==> src/rtl/cpu_pkg.sv <==
// Shared definitions for the multi-cycle controller: instruction layout,
// class encodings, FSM states and ALU op codes.
package cpu_pkg;

  typedef struct packed {
    logic [2:0]  cls;
    logic [2:0]  op;
    logic [2:0]  rd;
    logic [2:0]  rs1;
    logic [2:0]  rs2;
    logic [16:0] imm;
  } instr_t;

  localparam logic [2:0] CLS_RR   = 3'b000;
  localparam logic [2:0] CLS_RI   = 3'b001;
  localparam logic [2:0] CLS_BEQZ = 3'b010;
  localparam logic [2:0] CLS_HALT = 3'b011;

  localparam logic [31:0] PC_STEP = 32'd4;

  typedef enum logic [2:0] {
    ST_FETCH  = 3'd0,
    ST_DECODE = 3'd1,
    ST_EXEC   = 3'd2,
    ST_WB     = 3'd3,
    ST_HALT   = 3'd4
  } state_e;

  typedef enum logic [2:0] {
    ALU_ADD = 3'd0,
    ALU_SUB = 3'd1,
    ALU_AND = 3'd2,
    ALU_OR  = 3'd3,
    ALU_XOR = 3'd4,
    ALU_SLL = 3'd5,
    ALU_SRL = 3'd6,
    ALU_SLT = 3'd7
  } alu_op_e;

  function automatic logic [31:0] sext_imm(input logic [16:0] imm);
    return {{15{imm[16]}}, imm};
  endfunction

endpackage

==> src/rtl/reg_file.sv <==
// Register file: two asynchronous read ports, one synchronous write port,
// register 0 hardwired to zero.
module reg_file #(
  parameter int NREG = 8
) (
  input  logic        clk,
  input  logic        rst,
  input  logic [2:0]  i_ra1,
  input  logic [2:0]  i_ra2,
  output logic [31:0] o_rd1,
  output logic [31:0] o_rd2,
  input  logic        i_we,
  input  logic [2:0]  i_wa,
  input  logic [31:0] i_wd
);

  logic [31:0] r_regs [NREG];

  always_ff @(posedge clk) begin
    if (rst) begin
      for (int i = 0; i < NREG; i++) r_regs[i] <= '0;
    end else if (i_we && (i_wa != 3'd0)) begin
      r_regs[i_wa] <= i_wd;
    end
  end

  assign o_rd1 = (i_ra1 == 3'd0) ? 32'd0 : r_regs[i_ra1];
  assign o_rd2 = (i_ra2 == 3'd0) ? 32'd0 : r_regs[i_ra2];

endmodule

==> src/rtl/cpu_ctrl.sv <==
// Multi-cycle CPU controller: FETCH/DECODE/EXEC/WB sequencing around an
// external ALU and instruction memory, with HALT and illegal-class handling.
module cpu_ctrl
  import cpu_pkg::*;
#(
  parameter logic [31:0] PC_RESET = 32'h0000_0000,
  parameter int          NREG     = 8
) (
  input  logic        clk,
  input  logic        rst,
  output logic [31:0] imem_addr,
  output logic        imem_req,
  input  logic        imem_ack,
  input  logic [31:0] imem_rdata,
  output logic [31:0] alu_a,
  output logic [31:0] alu_b,
  output logic [2:0]  alu_op,
  input  logic [31:0] alu_res,
  output logic        halted,
  output logic        illegal
);

  state_e      r_state;
  state_e      w_next;
  instr_t      r_ir;
  logic [31:0] r_pc;
  logic [31:0] w_pc_next;
  logic [31:0] r_opa;
  logic [31:0] r_opb;
  logic [31:0] r_res;
  logic [31:0] w_rd1;
  logic [31:0] w_rd2;
  logic [31:0] w_imm;
  logic        w_we;

  assign w_imm     = sext_imm(r_ir.imm);
  assign w_we      = (r_state == ST_WB) && ((r_ir.cls == CLS_RR) || (r_ir.cls == CLS_RI));
  assign imem_addr = r_pc;

  reg_file #(.NREG(NREG)) u_rf (
    .clk   (clk),
    .rst   (rst),
    .i_ra1 (r_ir.rs1),
    .i_ra2 (r_ir.rs2),
    .o_rd1 (w_rd1),
    .o_rd2 (w_rd2),
    .i_we  (w_we),
    .i_wa  (r_ir.rd),
    .i_wd  (r_res)
  );

  always_ff @(posedge clk) begin
    if (rst) begin
      r_state <= ST_FETCH;
      r_pc    <= PC_RESET;
      r_ir    <= '0;
    end else begin
      r_state <= w_next;
      r_pc    <= w_pc_next;
      if ((r_state == ST_FETCH) && imem_ack) r_ir <= instr_t'(imem_rdata);
    end
  end

  // Operand and result latches carry data only; the FSM qualifies their use.
  always_ff @(posedge clk) begin
    if (r_state == ST_DECODE) begin
      r_opa <= w_rd1;
      r_opb <= w_rd2;
    end
    if (r_state == ST_EXEC) r_res <= alu_res;
  end

  always_comb begin
    w_next    = r_state;
    w_pc_next = r_pc;
    imem_req  = 1'b0;
    illegal   = 1'b0;
    halted    = 1'b0;
    alu_a     = 32'd0;
    alu_b     = 32'd0;
    alu_op    = ALU_ADD;
    case (r_state)
      ST_FETCH: begin
        // Request is masked during reset so a reset cycle never shows a fetch.
        imem_req = !rst;
        if (imem_ack) w_next = ST_DECODE;
      end
      ST_DECODE: begin
        case (r_ir.cls)
          CLS_RR, CLS_RI, CLS_BEQZ: w_next = ST_EXEC;
          CLS_HALT:                 w_next = ST_HALT;
          default: begin
            illegal   = !rst;
            w_pc_next = r_pc + PC_STEP;
            w_next    = ST_FETCH;
          end
        endcase
      end
      ST_EXEC: begin
        alu_a  = r_opa;
        alu_b  = (r_ir.cls == CLS_RR) ? r_opb : w_imm;
        alu_op = r_ir.op;
        w_next = ST_WB;
      end
      ST_WB: begin
        if ((r_ir.cls == CLS_BEQZ) && (r_opa == 32'd0))
          w_pc_next = r_pc + {w_imm[29:0], 2'b00};
        else
          w_pc_next = r_pc + PC_STEP;
        w_next = ST_FETCH;
      end
      ST_HALT: halted = 1'b1;
      default: w_next = ST_FETCH;
    endcase
  end

endmodule

==> config.mk <==
export PLATFORM = sky130hd
export DESIGN_NAME = cpu_ctrl
export DESIGN_NICKNAME = d
export VERILOG_FILES = /design/src/rtl/cpu_pkg.sv /design/src/rtl/reg_file.sv /design/src/rtl/cpu_ctrl.sv
export SDC_FILE = /design/constraint.sdc
export NUM_CORES = 1
export LEC_CHECK = 0
export ABC_AREA = 0
export BUFFER_PORTS_ARGS = -buffer_cell sky130_fd_sc_hd__buf_2
export CORE_UTILIZATION = 50
export DETAILED_ROUTE_END_ITERATION = 7
export GPL_ROUTABILITY_DRIVEN = 0
export PLACE_DENSITY = 0.69
export SETUP_SLACK_MARGIN = 0.5
export SLEW_MARGIN = 20
export SYNTH_ARGS = -nofsm -noshare
export SYNTH_HDL_FRONTEND = slang
export SYNTH_HIERARCHICAL = 1
export SYNTH_SLANG_ARGS = --single-unit
==> constraint.sdc <==
create_clock -name clk -period 3.07 [get_ports clk]
set_input_delay 0.1535 -clock clk [delete_from_list [all_inputs] [get_ports clk]]
set_output_delay 0.1535 -clock clk [all_outputs]
set_load 0.01 [all_outputs]
==> impl_metrics.csv <==
group,metric,value,unit
logic_synthesis,synth_top_family_by_area,"simple AND/OR/NAND/NOR gates",
logic_synthesis,async_flop_share,0,
clock_tree,numCtsBuffers,42,
timing,maxSlewHeadroom,0.261,
worst_setup_path,crit_chain,"buf_8 -> ha_4 -> a21o_1 -> o21a_1 -> a311o_1 -> nor2b_4 -> or4_4 -> nor4b_4 -> o21ai_1 -> nor3b_2",
grt,grt_pass1_wl,92.5,mm
logic_synthesis,yosys.area_share.adder,0.0194,
power,powerDensity,504,mW/mm²
logic_synthesis,ys_top_cells_by_count,"edfxtp_1, and2_1, nand2_1",
logic_synthesis,synth.distinct_cells,83,
clock_tree,cts_root_buf,"clkbuf_16",
clock_tree,clk_path_buf_depth,3,
floorplan,dieArea,0.0415,mm²
route,vias,15857,
logic_synthesis,synth_compound_area_frac,0.127,
logic_synthesis,syn_area,0.0203,mm²
worst_setup_path,cp_slowest_cell,"or4_4",
placed_design,dp_hpwl,38.1,mm
timing,layout_setup_ws,333,ps
logic_synthesis,synth_top_cell_by_area,"edfxtp_1",
logic_synthesis,synth_enable_flop_cells,320,
worst_setup_path,max_stage_delay,430,ps
clock_tree,insertion_delay,570,ps
layout,drive_above_1_share,0.253,
grt,globalRouteOverflowTotal,0,
worst_setup_path,worstSetupPathType,"register to register",
worst_setup_path,crit_fanout,6,
grt,grt_use_met2,0.491,
layout,fillers,3096,
grt,grt_use_met1,0.394,
grt,grt-busiest-layer,"met2",
timing,fin_crit,2740,ps
timing,max_slew.worst_pin.slew,1110,ps
placed_design,placed_area,0.0219,mm²
logic_synthesis,syn_avg_cell_area,11.5,µm²
logic_synthesis,synth_flop_cell,"edfxtp_1",
worst_setup_path,critPathRequiredTime,3500,ps
layout,final_area,0.0245,mm²
route,drtAntennaViolNets,0,
worst_hold_path,hp-class,"input port to register",
timing,finalSetupViolCount,0,
clock_tree,cts_max_level,2,
worst_setup_path,worstSetupStartpointType,"register",
clock_tree,cts_sinks,385,
logic_synthesis,synthMostInstantiatedCell,"edfxtp_1",
grt,use_met3,0.0417,
timing,fmax,0.365,GHz
grt,first_global_vias,15648,
logic_synthesis,ys_ff_latch,385,
floorplan,die_w,204,µm
logic_synthesis,muxShareOfSynthArea,0.0980,
floorplan,core_area,0.0399,mm²
clock_tree,cts_tree,"done",
logic_synthesis,ys_top_cells_by_area,"edfxtp_1, and2_1, dfxtp_1",
timing,period_share,0.891,
power,max-vdd-ir-drop,338,µV
logic_synthesis,ys_warn_count,6,
logic_synthesis,synth_cells,1762,
grt,antenna_found_initial,1,
floorplan,die_h,204,µm
route,drt_iter0_drc,1513,
job,maxCapViolCount,0,
worst_setup_path,crit_path_end_kind,"register",
logic_synthesis,synth.top_cell.area_share,0.472,
grt,grtUsageTotal,0.296,
logic_synthesis,ys_seq_area_frac,0.536,
floorplan,fp-row-count,73,
power,leakage,9.04,nW
clock_tree,path_clk_slew,60,ps
placed_design,place_ws,-79.6,ps
layout,syn_to_final_growth,20.4,%
floorplan,ios,169,
grt,grt_max_degree,65,
route,drc,0,
timing,finalHoldViolCount,0,
layout,nNetsFinal,2097,
route,viasPerCell,6.20,
outcome,status,"finished clean",
floorplan,start_util,0.510,
logic_synthesis,synthSimpleGateAreaFrac,0.170,
timing,fin_skew,16.6,ps
route,avgRoutedWirePerCell,24.3,µm
timing,rsz0062_at_grt,"true",
route,dr.pass1.iters,5,
worst_setup_path,arrival,3160,ps
logic_synthesis,yosys.area_share.xor_xnor,0.00818,
placed_design,io_buffer_count,166,
route,totalWireLength,62.0,mm
timing,fin_setup_tns,0,ps
layout,antenna_cells,0,
timing,drv_slew,0,
==> area by class of cell <==
class	instances	area (µm²)	area share
Sequential cell	385	11000	0.447
Multi-Input combinational cell	1237	9180	0.375
Timing Repair Buffer	325	2380	0.0971
Clock buffer	55	1140	0.0466
Tap cell	525	657	0.0268
Clock inverter	21	144	0.00587
Inverter	8	35.0	0.00143
==> kinds of logic (layout without fill, tap and decap cells) <==
family | Yosys count | after routing
AOI/OAI and AO/OA | 367 | 367
muxes | 191 | 191
DFF | 385 | 385
buffers and inverters | 141 | 409
xor gates and xnor gates | 19 | 19
other | 1 | 2
and+or+nand+nor | 627 | 627
adders and majority gates | 31 | 31
==> per-layer routing <==
layer | up-vias | routed length, µm
met4 | 0 | 1970
met2 | 859 | 29600
met1 | 7772 | 25000
met3 | 141 | 5390
li1 | 7085 | -
met5 | - | 0
==> path summary, 6_finish.rpt <==
| check | cells after the start | endpoint | slack (ps) | start |
|---|---|---|---|---|
| worst max register to register | 10 | imem_addr[31] | 330 | r_ir[16] |
| worst min register to register | 2 | r_ir[28] | 450 | r_ir[28] |
| worst min-delay path | 3 | imem_addr[6] | 190 | rst |
| worst max-delay path | 10 | imem_addr[31] | 330 | r_ir[16] |
==> timing repair <==
item                                    CTS  global route
hold buffers                             66             0
cloned                                    0             0
setup buffers                            10             9
endpoints found under the setup margin  141            76
gates resized for setup                  58            55
pin swaps                                15            18
endpoints found under the hold margin    65             0
==> sequential cells by signal (all words and copies together), names as in the netlist <==
signal	cells
imem_addr	30
r_ir	32
r_opa	32
r_opb	32
r_res	32
r_state	3
u_rf/r_regs	224
==> cells in the final DEF, fill, tap and decap left out, types with 12 or more instances in the layout <==
master	count
dfxtp_1	44
a21oi_1	116
dlygate4sd3_1	66
nand3_1	18
nand2_1	149
mux2_2	64
edfxtp_1	320
o21ai_0	32
nor2_1	56
a21o_1	12
clkbuf_16	43
buf_4	76
mux2i_1	126
and2_1	261
nor3_1	21
buf_12	14
ha_4	19
dfxtp_2	12
xnor2_1	12
a221oi_1	117
clkinv_1	12
buf_2	166
==> where the power goes <==
part	total, mW	leakage, nW	internal [mW]	switching [mW]
sequential	6.10	3.76	5.91	0.199
combinational	1.41	4.65	0.568	0.840
clock	4.85	0.631	2.77	2.07
==> worst max-delay path: cells and delay by family, from the launching register on <==
family | cells | cell delay [ps]
AOI/OAI and AO/OA | 4 | 760
adders and majority gates | 1 | 260
buffers and inverters | 1 | 150
DFF | 1 | 380
and+or+nand+nor | 4 | 1040
==> stage by stage <==
stage          cells  hold slack (ps)   util  total power, mW
2_1_floorplan   1763              252      -             6.95
3_3_place_gp    2395              331  0.548             7.43
3_5_place_dp    2395              332  0.548             7.46
4_1_cts         2547              163  0.606             12.3
5_1_grt         2556              208  0.614             12.7
6_report        2556              194  0.614             12.4
(Power assumes the default switching activity.)
